`src/rtl/noc_channel_merger.sv`:
```
// Merges CH_NUM flit channels onto one output with per-channel FWFT FIFOs
// and a round-robin arbiter that keeps each packet atomic from header to tail.
module noc_channel_merger #(
  parameter int unsigned DATA_W     = 32,
  parameter int unsigned CH_NUM     = 2,
  parameter int unsigned FIFO_DEPTH = 4,
  localparam int unsigned CH_W      = (CH_NUM > 1) ? $clog2(CH_NUM) : 1
) (
  input  logic                     noc_clk,
  input  logic                     noc_rst_n,
  input  logic [CH_NUM-1:0]        rx_valid,
  output logic [CH_NUM-1:0]        rx_ready,
  input  logic [CH_NUM*DATA_W-1:0] rx_flit,
  input  logic [CH_NUM-1:0]        rx_is_header,
  input  logic [CH_NUM-1:0]        rx_is_tail,
  output logic                     out_valid,
  input  logic                     out_ready,
  output logic [DATA_W-1:0]        out_flit,
  output logic                     out_is_header,
  output logic                     out_is_tail,
  output logic [CH_W-1:0]          out_channel,
  output logic [15:0]              pkt_cnt,
  output logic [CH_NUM-1:0]        orphan_err
);

  localparam int unsigned PTR_W = $clog2(FIFO_DEPTH);
  localparam int unsigned ENT_W = DATA_W + 2;

  typedef enum logic {ST_IDLE, ST_LOCK} state_t;

  state_t                        r_state;
  logic [CH_W-1:0]               r_grant;
  logic [CH_W-1:0]               r_last_grant;
  logic                          r_rdy_en;
  logic [15:0]                   r_pkt_cnt;
  logic [CH_NUM-1:0]             r_orphan_err;

  logic [CH_NUM-1:0]             w_empty;
  logic [CH_NUM-1:0]             w_full;
  logic [CH_NUM-1:0]             w_push;
  logic [CH_NUM-1:0]             w_pop;
  logic [CH_NUM-1:0][ENT_W-1:0]  w_head;

  logic                          w_hdr_found;
  logic [CH_W-1:0]               w_hdr_ch;
  logic                          w_orph_found;
  logic [CH_W-1:0]               w_orph_ch;
  logic [CH_W-1:0]               w_idx;
  logic                          w_tail_hs;

  // Per-channel FIFO; entry layout is {header, tail, flit}
  for (genvar g = 0; g < CH_NUM; g++) begin : g_ch
    logic [ENT_W-1:0] r_mem [FIFO_DEPTH];
    logic [PTR_W:0]   r_wr_ptr;
    logic [PTR_W:0]   r_rd_ptr;

    assign w_empty[g]  = (r_wr_ptr == r_rd_ptr);
    assign w_full[g]   = (r_wr_ptr[PTR_W] != r_rd_ptr[PTR_W]) &&
                         (r_wr_ptr[PTR_W-1:0] == r_rd_ptr[PTR_W-1:0]);
    assign rx_ready[g] = !w_full[g] && r_rdy_en;
    assign w_push[g]   = rx_valid[g] && rx_ready[g];
    assign w_head[g]   = r_mem[r_rd_ptr[PTR_W-1:0]];

    always_ff @(posedge noc_clk or negedge noc_rst_n) begin
      if (!noc_rst_n) begin
        r_wr_ptr <= '0;
        r_rd_ptr <= '0;
      end else begin
        if (w_push[g]) r_wr_ptr <= r_wr_ptr + (PTR_W+1)'(1);
        if (w_pop[g])  r_rd_ptr <= r_rd_ptr + (PTR_W+1)'(1);
      end
    end

    always_ff @(posedge noc_clk) begin
      if (w_push[g])
        r_mem[r_wr_ptr[PTR_W-1:0]] <= {rx_is_header[g], rx_is_tail[g], rx_flit[g*DATA_W +: DATA_W]};
    end
  end

  // Round-robin scan: first header head wins; an orphan ahead of it is dropped
  always_comb begin
    w_hdr_found  = 1'b0;
    w_hdr_ch     = '0;
    w_orph_found = 1'b0;
    w_orph_ch    = '0;
    w_idx        = '0;
    for (int unsigned k = 0; k < CH_NUM; k++) begin
      w_idx = CH_W'((32'(r_last_grant) + k + 32'd1) % CH_NUM);
      if (!w_empty[w_idx] && !w_hdr_found) begin
        if (w_head[w_idx][DATA_W+1]) begin
          w_hdr_found = 1'b1;
          w_hdr_ch    = w_idx;
        end else if (!w_orph_found) begin
          w_orph_found = 1'b1;
          w_orph_ch    = w_idx;
        end
      end
    end
  end

  assign out_valid     = (r_state == ST_LOCK) && !w_empty[r_grant];
  assign out_flit      = (r_state == ST_LOCK) ? w_head[r_grant][DATA_W-1:0] : '0;
  assign out_is_header = (r_state == ST_LOCK) && w_head[r_grant][DATA_W+1];
  assign out_is_tail   = (r_state == ST_LOCK) && w_head[r_grant][DATA_W];
  assign out_channel   = r_grant;
  assign pkt_cnt       = r_pkt_cnt;
  assign orphan_err    = r_orphan_err;
  assign w_tail_hs     = out_valid && out_ready && w_head[r_grant][DATA_W];

  always_comb begin
    w_pop = '0;
    if (r_state == ST_IDLE) begin
      if (w_orph_found) w_pop[w_orph_ch] = 1'b1;
    end else if (out_valid && out_ready) begin
      w_pop[r_grant] = 1'b1;
    end
  end

  // Arbiter: IDLE scans and grants, LOCK forwards the granted packet to its tail
  always_ff @(posedge noc_clk or negedge noc_rst_n) begin
    if (!noc_rst_n) begin
      r_state      <= ST_IDLE;
      r_grant      <= '0;
      r_last_grant <= CH_W'(CH_NUM - 1);
      r_rdy_en     <= 1'b0;
      r_pkt_cnt    <= '0;
      r_orphan_err <= '0;
    end else begin
      r_rdy_en <= 1'b1;
      case (r_state)
        ST_IDLE: begin
          if (w_orph_found) r_orphan_err[w_orph_ch] <= 1'b1;
          if (w_hdr_found) begin
            r_grant <= w_hdr_ch;
            r_state <= ST_LOCK;
          end
        end
        ST_LOCK: begin
          if (w_tail_hs) begin
            r_state      <= ST_IDLE;
            r_last_grant <= r_grant;
            r_pkt_cnt    <= r_pkt_cnt + 16'd1;
          end
        end
        default: r_state <= ST_IDLE;
      endcase
    end
  end

endmodule

```
`config.mk`:
```
export PLATFORM = sky130hd
export DESIGN_NAME = noc_channel_merger
export DESIGN_NICKNAME = d
export VERILOG_FILES = /design/src/rtl/noc_channel_merger.sv
export SDC_FILE = /design/constraint.sdc
export NUM_CORES = 1
export LEC_CHECK = 0
export CAP_MARGIN = 25
export CORE_UTILIZATION = 25
export CTS_BUF_LIST = sky130_fd_sc_hd__clkbuf_16
export DETAILED_ROUTE_END_ITERATION = 10
export PLACE_DENSITY = 0.4
export SLEW_MARGIN = 10
export SYNTH_ARGS = -nofsm -noshare
export SYNTH_HDL_FRONTEND = slang
export SYNTH_SLANG_ARGS = --single-unit
```
`constraint.sdc`:
```
create_clock -name noc_clk -period 3.4 [get_ports noc_clk]
set_input_delay 0.68 -clock noc_clk [delete_from_list [all_inputs] [get_ports noc_clk]]
set_output_delay 0.68 -clock noc_clk [all_outputs]
set_load 0.1 [all_outputs]
```
# After elaboration in Yosys (flattened, before gate mapping)
# Memory sizes are Yosys's and may differ from the RTL's.
# Cells that the tools add are included.
# word_totals
register_bits	34
ram_bits	272
inputBits	73
wordCells	99
memories	2
# mem_list
name	depth	width	rd	rd_ports_with_merged_regs	wr	line_no	source
g_ch[0].r_mem	4	34	1	0	1	53	logic [ENT_W-1:0] r_mem [FIFO_DEPTH];
g_ch[1].r_mem	4	34	1	0	1	53	
# op_classes
n_addsub	7
n_lt_le_gt_ge	6
n_eq_ne	6
mux	44
bitwise_logic	2
reduce_logical	22
# op_table
op	n
$mux 34	6
$mux 32	1
$mux 1	31
$add 16x1->16 const B	1
$logic_and 1x1->1	14
$add 3x1->3 const B	4
$lt 1x2->1 const B	4
$eq 3x3->1	2
$mux 2	3
$reduce_and 2->1	3
$logic_not 1->1	5
$eq 2x2->1	2
$add 1x1->1 const B	2
$demux 1 s1	2
$ge 1x1->1 const B	2
$ne 1x1->1	2
$or 2x2->2	1
$pmux 1 s2	1
$not 1->1	1

# Logic depth before layout (Yosys ltp)
# Gate-level depths: netlist (run 1).
# logic_depth
word_depth	14
ltp_mapped	7

# Worst setup path before layout (run 1)
# Ideal clock, no wire load.
# synth_path
path_kind	reg-to-reg
startpoint	register g_ch[0].r_rd_ptr[0]
endpoint	memory g_ch[0].r_mem[3][0] (netlist bit), enable pin
setup_time_ns	0.396
arrival_ns	4.339
setup_slack_ns	-1.335
stages_incl_launch_ff	6
n_path_buf	1
synth_period_minus_slack_ns	4.735
path_cell_list	dfrtp_1 -> buf_4 -> xor2_1 -> nor2_1 -> a21boi_0 -> and3_1
# synth_between
elab_chain_len	7
# synth_lines
item	line_no	source
start: declaration	55	logic [PTR_W:0] r_rd_ptr;
start signal: assignment	70	if (w_pop[g]) r_rd_ptr <= r_rd_ptr + (PTR_W+1)'(1);
$eq 2x2->1	59	(r_wr_ptr[PTR_W-1:0] == r_rd_ptr[PTR_W-1:0]);
$logic_and 1x1->1	58	assign w_full[g] = (r_wr_ptr[PTR_W] != r_rd_ptr[PTR_W]) &&
$logic_not 1->1	60	assign rx_ready[g] = !w_full[g] && r_rdy_en;
$logic_and 1x1->1	60	
via rx_ready[0]	12	output logic [CH_NUM-1:0] rx_ready,
$logic_and 1x1->1	61	assign w_push[g] = rx_valid[g] && rx_ready[g];
$mux 1	75	if (w_push[g])
$mux 1 (implied by the code)	76	r_mem[r_wr_ptr[PTR_W-1:0]] <= {rx_is_header[g], rx_is_tail[g], rx_flit[g*DATA_W +: DATA_W]};
end: declaration	53	
# The timed path passes the listed nets, and every way through them passes these cells.

# Worst setup path in the final report (run 1)
# layout_path
startpoint	register g_ch[0].r_rd_ptr[0]
endpoint	output out_flit[28]
# layout_between
elab_chain_len	4
# layout_lines
item	line_no	source
$mem_v2 4x34	n/a	
$mux 34 (2 in a row)	n/a	
$mux 32	102	assign out_flit = (r_state == ST_LOCK) ? w_head[r_grant][DATA_W-1:0] : '0;
end: declaration	18	output logic [DATA_W-1:0] out_flit,
# No other way between the ends. The select of a mux whose other input is x is not followed.

==> impl.org, run 1 <==
** Logic synthesis
- Number of flops mapped to enable cells by yosys :: 272
- Synth async-reset ratio :: 11.1%
- Synth unique cells :: 43
- Summing the areas of all compound-gate instances in the mapped netlist gives 1.15% of the synthesized area.
- Main combinational cell family by area after synthesis :: multiplexers
- After Yosys synthesis, and, or, nand and nor cells account for 4.17% of the synthesized area.
- Averaged over all synthesized cells, the footprint is slightly above 20 sq um.
- The most used flip-flop cell after synthesis is edfxtp_1.
- Of the total synthesized cell area, the portion taken by XOR and XNOR cells is 2.09%.
- After synthesis, the cell types taking the most area are edfxtp_1 67%, mux4_2 13%, dfrtp_1 6.8%, mux2i_1 2.8%, nor2b_1 1.8%.
- By count the netlist is led by 272 x edfxtp_1, 68 x mux4_2, 34 x mux2i_1, 34 x nor2b_1, 33 x dfrtp_1.
- Cell type with the highest aggregate area in the netlist :: edfxtp_1
- Most instantiated library cell after synthesis :: edfxtp_1
- After synthesis, flip-flops and latches occupy 74.3% of the total area.
- Syn nets :: 675
- In the synthesized netlist, the number of instances is 591.
- Summing the areas of all fa, ha and maj instances in the mapped netlist gives under 10% of the synthesized area.
- Post-synthesis instance area :: between 10000 and 15000 sq um
- Top cell type's share of synthesized area :: 67.3%
- Total number of yosys warnings :: 0
- After synthesis the netlist holds a flip-flop and latch count of between 300 and 400.
- Portion of netlist area occupied by mux cells :: between 15 and 20%

** Flow run
- Max-capacitance violation count :: 0

** Finish
- Reg area :: 9030 sq um
- Fill cell count :: 4550
- Total inserted antenna cells :: 0
- The multi-input combinational cells in the finished layout cover a total of 3110 sq um.
- Cells with a size suffix above 1 make up 32.6% of the layout.
- Compared with the post-synthesis result, the final layout area differs by 29.4%.
- Net count, final :: 836

** Clock tree
- The tree is rooted in a clkbuf_16.
- Clock sink count :: 306
- Deepest level of the CTS H-tree :: 2
- Clock Pin Slew Worst Setup and Hold Paths :: around 50 ps
- Post-CTS repair changed the size of 0 cells.
- TritonCTS clock tree :: yes
- CTS Hold Bufs :: 0
- Post-CTS Setup Inserts :: 0
- Number of CTS-inserted buffers :: 35
- Clk_lat worst skew :: 530 ps
- Clk buf depth :: 3

** STA
- Summed negative setup slack over all endpoints :: 0 ps
- Number of max-slew violations in the final report :: 0
- Once routing completed, OpenROAD measured the worst setup slack at 195 ps.
- The worst path needs 3210 ps of the cycle, external delays included.
- Final worst hold slack :: 479 ps
- Setup repair after global routing missed its margin :: false
- Clock Skew :: 15.9 ps
- Tcrit/Tclk final :: 94.3%
- At the pin with the least slew margin, the transition time is 785 ps.
- The number of endpoints with negative hold slack in the final report came to 0.
- Highest clock frequency the design can meet :: 312 MHz
- Setup-violating endpoint count in the final report :: 0
- The worst pin sits at a relative slew slack of between 40% and 50%.

** Die
- The region available for standard cell placement spans 47800 sq um.
- Die area :: 49500 sq um
- The initial utilization of the core area, before any placement, comes to 25.4%.
- Die outline height :: 222 microns
- The floorplan has 80 rows.
- Number of primary I/O pins :: 129
- Die boundary width :: 222 microns

** Worst hold path
- Type of the most critical hold path :: reg -> reg

** Place
- Input/output buffers :: 128
- Worst setup slack after placement :: just over 600 ps
- After legalization and detailed placement, the total HPWL measured 18.9 mm.
- The congestion estimate from routability-driven global placement came to 0.703.

** GRT
- Via count of the first global-routing pass :: 6854
- Across every metal layer, demand over resource in global routing totals 12.2%.
- Maximum number of pins on one net before global-route repair :: 36
- The first global-routing pass estimated 44.1 mm of wire.
- Global route total overflow :: 0
- The initial antenna violation count is 6.

** Critical path
- Maximum fanout along the worst path :: 14
- Req. time, crit path :: 2720 ps
- Critical Path Sink Type :: output port
- The setup check on the worst reg-to-reg path leaves a slack of 890 ps.
- The most critical setup path has its endpoint at out_flit[28].
- The setup path with the least slack is of type reg -> out.
- Worst reg2reg path startpoint :: g_ch[0].r_rd_ptr[1]
- Worst reg2reg endpoint :: g_ch[0].r_mem[0][24]
- In this run the worst setup path begins at g_ch[0].r_rd_ptr[0].
- Type of origin of the critical path :: flip-flop
- Length in cells of the worst reg-to-reg path :: 5
- Data arrives at the worst endpoint at 2530 ps.

** Detailed routing
- After the first detailed-routing iteration, the DRC count stood at 307.
- Post-DR wirelength/cell :: ~21 microns
- Across all layers, the routed design uses 6085 vias.
- Antenna Nets Post-Route :: 0
- Pre-antenna DRT Iters :: 4
- Dividing the detail-routed via count by the number of cells gives between 4 and 5.
- Summed over all layers, the routed wires come to 29.5 mm.
- DRC violations left :: 0

** Outcome
- Result of the run :: complete, no violations
## per-layer routing
layer / part of all wire, % / vias to the layer above / track usage, %
li1: - / 2692 / -
met1: 42 / 3196 / 14.9
met2: 50 / 132 / 20.6
met3: 4.8 / 55 / 3.15
met4: 2.5 / 10 / 4.43
met5: 0.25 / - / 0
## through the flow
step	instances	utilization, %	area [sq um]
CTS	1394	32.8	15700
global route	1394	32.8	15700
finish	1394	32.8	15700
global placement	1330	30.4	14600
detailed placement	1330	30.4	14600
floorplan	591	-	12300
## flip-flops by register name (all words and copies together), names as in the netlist
| register | cells |
|---|---|
| r_last_grant | 1 |
| out_channel | 1 |
| g_ch.r_mem | 272 |
| g_ch.r_rd_ptr | 6 |
| pkt_cnt | 16 |
| orphan_err | 2 |
| g_ch.r_wr_ptr | 6 |
| r_rdy_en | 1 |
| r_state | 1 |
## cells in the final DEF, fill, tap and decap left out, types with 2 or more instances in the layout
master           instances
and3_1                   7
buf_4                   51
clkbuf_16               35
xnor2_1                 20
and3_2                   8
clkinv_1                10
bufinv_16                5
dfrtp_2                  5
nor2b_4                  7
xor2_1                   9
inv_6                    3
a21o_1                   2
nand4_1                  2
nand3_1                  8
nor2b_2                 27
mux4_2                  68
clkinv_2                 4
mux2i_1                 34
and4_1                   2
inv_1                    9
ha_1                    11
clkdlybuf4s50_1         72
a21oi_1                  2
nand2_1                 15
mux2_2                   4
nor2_1                   5
a21boi_2                 2
buf_12                  27
or3_1                    2
o211ai_1                 2
nor3_1                   3
edfxtp_1               272
dfrtp_1                 27
## worst max-delay path, cell delays in order (launching register included)
cell and delay, ps:
dfrtp_2 690, buf_4 250, mux4_2 510, mux2i_1 240, nor2b_4 60, buf_4 230
## worst min path at each step
| stage | startpoint | endpoint | slack, ps | cells past startpoint |
|---|---|---|---|---|
| after floorplan | noc_rst_n | g_ch[0].r_rd_ptr[0] | 380 | 0 |
| after global routing | pkt_cnt[15] | pkt_cnt[15] | 510 | 1 |
| after detailed placement | orphan_err[0] | orphan_err[0] | 470 | 1 |
| after CTS | orphan_err[0] | orphan_err[0] | 480 | 1 |
| final | pkt_cnt[15] | pkt_cnt[15] | 480 | 1 |
| after global placement | orphan_err[0] | orphan_err[0] | 460 | 1 |
## kinds of logic (layout without fill, tap and decap cells)
logic type / count (synthesis) / after routing
flops: 306 / 306
mux: 107 / 107
simple gates: 90 / 90
buf+inv: 30 / 218
xor+xnor: 29 / 29
compound gates: 17 / 17
fa+ha+maj: 11 / 11
other cells: 1 / 1
## layout make-up
class,instances,area share (%)
clock buffer,35,5.58
clock inverter,29,1.68
inverter,4,0.0956
multi-input combinational,255,19.8
sequential,306,57.5
tap,615,4.90
timing repair buffer,150,10.5
Power of run 1 is left out: the tool's default activity adds up to more than one toggle a clock period on the data nets, which glitch-free logic cannot reach.
==> run 2, diff against run 1 <==
--- a/config.mk
+++ b/config.mk
@@ -9,7 +9,9 @@
 export CORE_UTILIZATION = 25
 export CTS_BUF_LIST = sky130_fd_sc_hd__clkbuf_16
 export DETAILED_ROUTE_END_ITERATION = 10
+export HOLD_SLACK_MARGIN = 0.15
 export PLACE_DENSITY = 0.4
+export SETUP_SLACK_MARGIN = 0.15
 export SLEW_MARGIN = 10
 export SYNTH_ARGS = -nofsm -noshare
 export SYNTH_HDL_FRONTEND = slang
==> run 2 against run 1 <==
Compared with the run above: largest cell class unchanged; fmax grew 2.6%; first-iteration DRC count shrank 19%; final cell count grew 0.57%; clock-buffer cell count grew 3; register-to-register slack gained 30 ps; sequential share of layout area shrank 1.3 points; setup slack gained 80 ps; flip-flop and latch count is the same; clock skew shrank 2.9 ps.
==> impl.org, run 2 (synthesis results as in run 1) <==
** Die
- Die boundary width :: 222 microns (unchanged)
- Initial Utilization :: 25.4% (unchanged)
- Die area :: 49500 sq um (unchanged)
- The number of top-level design ports came to 129 (unchanged).
- Core region area :: 47800 sq um (unchanged)
- The row count is 80 (unchanged).
- The height of the chip came to 222 microns (unchanged).

** Finish
- Leading cell type in the layout, fill and taps excluded :: edfxtp_1 (unchanged)
- The ratio of cells with drive above 1 in the final layout came to 33.3% (was 32.6%).
- The post-layout utilization of the core was 33.6% (was 32.8%).
- Post-synthesis to final-layout area growth :: 32.4% (was 29.4%)
- The number of flip-flops under the largest register name was 272 (unchanged).
- Post-route non-filler standard cell count :: 1402 (was 1394)
- Net count, final :: 844 (was 836)
- Most frequent cells in the layout :: 272 x edfxtp_1, 72 x clkdlybuf4s50_1, 68 x mux4_2, 46 x buf_12, 38 x clkbuf_16 (was 272 x edfxtp_1, 72 x clkdlybuf4s50_1, 68 x mux4_2, 51 x buf_4, 35 x clkbuf_16)
- Fill cell count :: 4535 (was 4550)

** Clock tree
- Clk_lat worst skew :: 520 ps (was 530 ps)
- The number of H-tree branching levels came to 2 (unchanged).
- The cell at the root of the clock tree is clkbuf_16 (unchanged).
- The TritonCTS buffer count was 37 (was 35).
- TritonCTS clock tree :: yes (unchanged)
- The clock net sink count was 306 (unchanged).
- Clk buf depth :: 3 (unchanged)
- The clock-pin slew on the worst setup and hold paths came to 60 ps (was 50 ps).

** GRT
- Maximum number of pins on one net before global-route repair :: 36 (unchanged)
- The global-route wire length before repair came to 44.5 mm (was 44.1 mm).
- Total routing resource utilization after global routing :: 12.3% (was 12.2%)
- The initial antenna violation count came to 6 (unchanged).
- Global route total overflow :: 0 (unchanged)
- The via count of the first global-routing pass is 6859 (was 6854).

** Critical path
- Internal reg-to-reg setup slack :: 920 ps (was 890 ps)
- Master of the slowest instance on the critical path :: dfrtp_2 (unchanged)
- The largest stage delay on the critical path came to 650 ps (was 690 ps).
- Type of origin of the critical path :: flip-flop (unchanged)
- Req. time, crit path :: 2720 ps (about the same)
- The number of cells on the worst reg-to-reg path came to 4 (was 5).
- The critical path arrival was 2440 ps (was 2530 ps).
- Maximum fanout along the worst path :: 16 (was 14)
- Sequence of cells on the critical path: buf_4, mux4_2, mux2i_1, nor2b_4, buf_12 (was buf_4, mux4_2, mux2i_1, nor2b_4, buf_4).
- Kind of critical path :: reg -> out (unchanged)
- The category of the worst setup path capture point is an output port (unchanged).
- Worst reg2reg path startpoint :: out_channel (was g_ch[0].r_rd_ptr[1])
- The destination of the worst register-to-register timing path is pkt_cnt[1] (was g_ch[0].r_mem[0][24]).

** Detailed routing
- The total length of routed wires was 29.3 mm (was 29.5 mm).
- The detailed-route wire length on metal 1 is 13.0 mm (was 12.4 mm).
- The number of detailed-routing iterations run before antenna repair was 4 (unchanged).
- Via Count :: 6084 (was 6085)
- The DRC marker count from the first detailed-route iteration is 250 (was 307).
- The final routed DRC violation total was 0 (unchanged).
- Post-DR wirelength/cell :: 20.9 microns (was 21.2 microns)
- Highest routing layer actually used :: met5 (unchanged)
- The total met2 wirelength after detailed routing was 14.3 mm (was 14.9 mm).
- Met3 WL post-DR :: 1.49 mm (was 1.42 mm)
- Via density per instance :: 4.34 (was 4.37)
- The number of nets with antenna violations after routing was 0 (unchanged).

** STA
- Summed negative setup slack over all endpoints :: 0 ps (unchanged)
- The slew of the pin with the lowest slew margin is 817 ps (was 785 ps).
- Clock Skew :: 13.0 ps (was 15.9 ps)
- Setup-violating endpoint count in the final report :: 0 (unchanged)
- The final number of max-transition violations came to 0 (unchanged).
- The number of endpoints with negative hold slack in the final report came to 0 (unchanged).
- Setup repair after global routing missed its margin :: false (unchanged)
- The post-route clock period utilization is 91.9% (was 94.3%).
- The maximum clock frequency is 320 MHz (was 312 MHz).
- Shortest period the worst path allows :: 3120 ps (was 3210 ps)
- Max_slew headroom :: 45.5% (was 47.7%)

** Place
- Hpwl dp :: 18.4 mm (was 18.9 mm)
- Placed cell count :: 1329 (was 1330)
- The quantity of I/O buffers inserted on ports came to 128 (unchanged).
- RePlAce Congestion :: 0.686 (was 0.703)

** Flow run
- The count of maximum capacitance violations came to 0 (unchanged).

** Outcome
- Result of the run: complete, no violations (unchanged).

** Worst hold path
- Type of the most critical hold path :: in -> async (was reg -> reg)
[run 2: cell count changes in the layout (fill, tap and decap cells not counted), moves of 2 or more]
cell       before  now
nor2b_2        27    7
nor2b_4         7   27
buf_12         27   46
buf_4          51   36
bufinv_16       5    0
clkinv_2        4    8
clkbuf_16      35   38
inv_6           3    0
inv_1           9   11
[run 2: area by class of cell]
| type | count | area [sq um] | area share [%] |
|---|---|---|---|
| sequential | 306 | 9030 | 56.2 |
| multi-input combinational | 255 | 3220 | 20.0 |
| timing repair buffer | 156 | 1950 | 12.2 |
| clock buffer | 38 | 951 | 5.92 |
| tap | 615 | 769 | 4.79 |
| clock inverter | 27 | 131 | 0.817 |
| inverter | 4 | 15.0 | 0.0934 |
| antenna | 1 | 2.50 | 0.0156 |
[run 2: layer usage]
metal	vias up	GRT usage, %
li1	2714	-
met1	3196	15.7
met2	124	20.5
met3	40	3.24
met4	10	3.60
met5	-	0
[run 2: what timing repair did]
item | 4_1_cts | 5_1_grt
hold buffers | 0 | 0
buffers inserted | 4 | 2
pin swaps | 0 | 0
setup endpoints to repair | 24 | 2
resized for setup | 1 | 0
[run 2: critical path, delay by kind of cell (launching register included)]
family | cells | cell delay [ps]
muxes | 2 | 660
DFF | 1 | 650
buffers and inverters | 2 | 510
and+or+nand+nor | 1 | 90
[run 2: how the worst max path moves through the flow]
stage                         from                   to  slack, ps  cells past startpoint
2_1_floorplan  g_ch[1].r_rd_ptr[0]  g_ch[1].r_mem[3][0]        160                      5
3_3_place_gp   g_ch[0].r_rd_ptr[0]          out_flit[0]        590                      5
3_5_place_dp   g_ch[1].r_rd_ptr[0]         out_flit[12]        640                      5
4_1_cts        g_ch[0].r_rd_ptr[1]         out_flit[16]        150                      5
5_1_grt        g_ch[0].r_rd_ptr[1]         out_flit[13]        160                      5
6_report       g_ch[0].r_rd_ptr[1]         out_flit[16]        280                      5
[run 2: per-stage QoR]
step                instance area [sq um]  hold slack (ps)  worst slack (ps)
floorplan                           12400              384               159
global placement                    14900              465               591
detailed placement                  14900              467               638
CTS                                 16000              484               154
global route                        16100              355               158
finish                              16100              365               275
Power of run 2 is left out for the same reason.
==> run 3, diff against run 2 <==
--- a/config.mk
+++ b/config.mk
@@ -5,12 +5,12 @@
 export SDC_FILE = /design/constraint.sdc
 export NUM_CORES = 1
 export LEC_CHECK = 0
-export CAP_MARGIN = 25
+export CAP_MARGIN = 20
 export CORE_UTILIZATION = 25
 export CTS_BUF_LIST = sky130_fd_sc_hd__clkbuf_16
 export DETAILED_ROUTE_END_ITERATION = 10
 export HOLD_SLACK_MARGIN = 0.15
-export PLACE_DENSITY = 0.4
+export PLACE_DENSITY = 0.41
 export SETUP_SLACK_MARGIN = 0.15
 export SLEW_MARGIN = 10
 export SYNTH_ARGS = -nofsm -noshare
==> constraint.sdc (replaced) <==
create_clock -name noc_clk -period 2.6 [get_ports noc_clk]
set_input_delay 0.52 -clock noc_clk [delete_from_list [all_inputs] [get_ports noc_clk]]
set_output_delay 0.52 -clock noc_clk [all_outputs]
set_load 0.1 [all_outputs]
==> run 3 against run 2 <==
Compared with the run above: largest cell class unchanged; cell area increased by 5.0%; register-to-register slack worse by 630 ps; non-clock buffer count is 19 higher; the flow now finishes with violations (setup timing); global-route usage decreased by 0.080 points; critical path depth rose by 1; clock skew rose by 6.5 ps; flip-flop and latch count did not move.
==> impl.org, run 3 (synthesis results as in run 1) <==
** STA
- The final critical path takes up 108% of the cycle.
- Setup repair after global routing missed its margin: true (was false).
- Clock Skew :: 19.5 ps (was 13.0 ps)
- Timing would allow up to 355 MHz.
- The number of endpoints with negative hold slack in the final report is 0 (unchanged).
- Final worst hold slack :: 421 ps (was 365 ps)
- Shortest period the worst path allows :: approximately 2800 ps
- Setup slack after layout :: -213 ps (was 275 ps)
- The final number of max-transition violations was 0 (unchanged).
- Summed negative setup slack over all endpoints :: -5730 ps (was 0 ps)
- The final-report setup violation count came to 35 (was 0).

** Critical path
- Crit path from :: g_ch[0].r_rd_ptr[0] (was g_ch[0].r_rd_ptr[1])
- Sequence of cells on the critical path: buf_12, clkbuf_16, mux4_2, mux2i_2, nor2b_4, buf_12 (was buf_4, mux4_2, mux2i_1, nor2b_4, buf_12).
- Req. time, crit path :: 2080 ps (was 2720 ps)
- The buffers plus inverters on the worst setup path is 3 (was 2).
- The number of cells on the worst reg-to-reg path came to 7 (was 4).
- Crit path DAT :: 2290 ps (was 2440 ps)
- Internal reg-to-reg setup slack :: 290 ps (was 920 ps)
- Type of origin of the critical path :: flip-flop (unchanged)
- Slowest stage delay, CP :: 530 ps (was 650 ps)
- The worst reg2reg path startpoint is g_ch[1].r_rd_ptr[0] (was out_channel).
- Master of the slowest instance on the critical path :: mux4_2 (was dfrtp_2)
- The kind of critical path was reg -> out (unchanged).
- The destination of the worst register-to-register timing path was g_ch[1].r_mem[1][13] (was pkt_cnt[1]).
- The cell that appears most often on the critical path is buf_12.
- The largest fanout on the critical path is 8 (was 16).
- CP top delay family :: multiplexers (unchanged)
- Critical Path Sink Type :: output port (unchanged)

** Place
- RePlAce Congestion :: 0.656 (was 0.686)
- Placed cell count :: 1339 (was 1329)
- The post-DP HPWL is 19.3 mm (was 18.4 mm).
- The quantity of I/O buffers inserted on ports was 128 (unchanged).

** Clock tree
- TritonCTS clock tree :: yes (unchanged)
- The number of H-tree branching levels came to 2 (unchanged).
- Clk_lat worst skew :: 530 ps (was 520 ps)
- Number of CTS-inserted buffers :: 35 (was 37)
- Clock Root Buffer :: clkbuf_16 (unchanged)
- The clock net sink count came to 306 (unchanged).
- Clock Pin Slew Worst Setup and Hold Paths :: 60 ps (about the same)
- The maximum buffer depth of the clock tree is 3 (unchanged).

** Finish
- The number of non-filler instances in the completed layout is 1418 (was 1402).
- Post-synthesis to final-layout area growth :: 38.9% (was 32.4%)
- Utilization after layout :: 35.3% (was 33.6%)
- Leading cell type in the layout, fill and taps excluded :: edfxtp_1 (unchanged)
- The number of flip-flops under the largest register name was 272 (unchanged).
- Most frequent cells in the layout: 272 x edfxtp_1, 72 x clkdlybuf4s50_1, 68 x mux4_2, 56 x buf_12, 42 x buf_4 (was 272 x edfxtp_1, 72 x clkdlybuf4s50_1, 68 x mux4_2, 46 x buf_12, 38 x clkbuf_16).
- Share of cells above drive strength 1 :: 39.6% (was 33.3%)
- Net count, final :: 861 (was 844)

** GRT
- Via count of the first global-routing pass :: 6879 (was 6859)
- The pin count of the biggest net entering global routing is 35 (was 36).
- Global route total overflow :: 0 (unchanged)
- Number of antenna violations at the first check in global routing :: 9 (was 6)
- The total global-route track usage was 12.2% (was 12.3%).
- The global-route wire length before repair is 44.1 mm (was 44.5 mm).

** Flow run
- Max-capacitance violation count :: 0 (unchanged)

** Die
- The row count was 80 (unchanged).
- Die outline height :: 222 microns (unchanged)
- The number of top-level design ports was 129 (unchanged).
- The full die area was 49500 sq um (unchanged).
- Initial Utilization :: 25.4% (unchanged)
- Die boundary width :: 222 microns (unchanged)
- Core region area :: 47800 sq um (unchanged)

** Detailed routing
- Via Count :: 6144 (was 6084)
- The number of detailed-routing iterations run before antenna repair is 4 (unchanged).
- Wire length after detailed routing :: 30.1 mm (was 29.3 mm)
- Post-DR wirelength/cell :: 21.2 microns (was 20.9 microns)
- The number of nets with antenna violations after routing was 0 (unchanged).
- Via density per instance :: 4.33 (was 4.34)
- Detailed router's first-iteration violation count :: 326 (was 250)
- DRC violations left :: 0 (unchanged)

** Worst hold path
- Type of the most critical hold path :: in -> async (unchanged)

** Outcome
- Result of the run :: finished with violations (was complete, no violations)
- Failing checks :: setup timing
## run 3: worst max path at each step
stage,endpoint,slack (ps),cells past startpoint
floorplan,g_ch[1].r_mem[0][0],70,5
global placement,out_is_header,210,5
detailed placement,out_is_header,220,5
CTS,out_flit[6],-280,5
global route,out_flit[24],-280,6
finish,out_flit[24],-210,6
## run 3: worst register-to-register path, stage by stage (launching register included)
cell and delay, ps:
dfrtp_4 570, buf_4 190, xor2_4 180, nor2_1 90, a21boi_4 220, buf_4 180
and3_2 230, buf_4 300
## run 3: through the flow
step | worst slack [ps] | instance area, sq um
after detailed placement | 218 | 15100
final | -213 | 16900
after global placement | 206 | 15100
after floorplan | 73.4 | 12400
after CTS | -283 | 16600
after global routing | -284 | 16900
## run 3: repair_timing
| item | in CTS | in global routing |
|---|---|---|
| resized for setup | 44 | 19 |
| cloned | 1 | 4 |
| pin swaps | 3 | 2 |
| endpoints found under the setup margin | 37 | 37 |
| buffers inserted | 8 | 3 |
| hold buffers | 0 | 0 |
## run 3: routing by layer
metal	up-vias	GRT usage, %	routed length, microns	part of all wire [%]
met5	-	0	80	0.27
met4	12	4.54	734	2.4
met2	134	20.2	14800	49
met3	56	3.69	1670	5.6
met1	3193	15.1	12800	43
li1	2749	-	-	-
## run 3: layout make-up
type / count / area (sq um)
diodes: 3 / 7.51
clock buffers: 37 / 926
clock inverters: 23 / 209
fillers: 4435 / 31000
inverters: 4 / 15.0
multi-input cells: 255 / 3640
flip-flops and latches: 306 / 9030
well taps: 615 / 769
repair buffers: 175 / 2270
Power of run 3 is left out for the same reason.
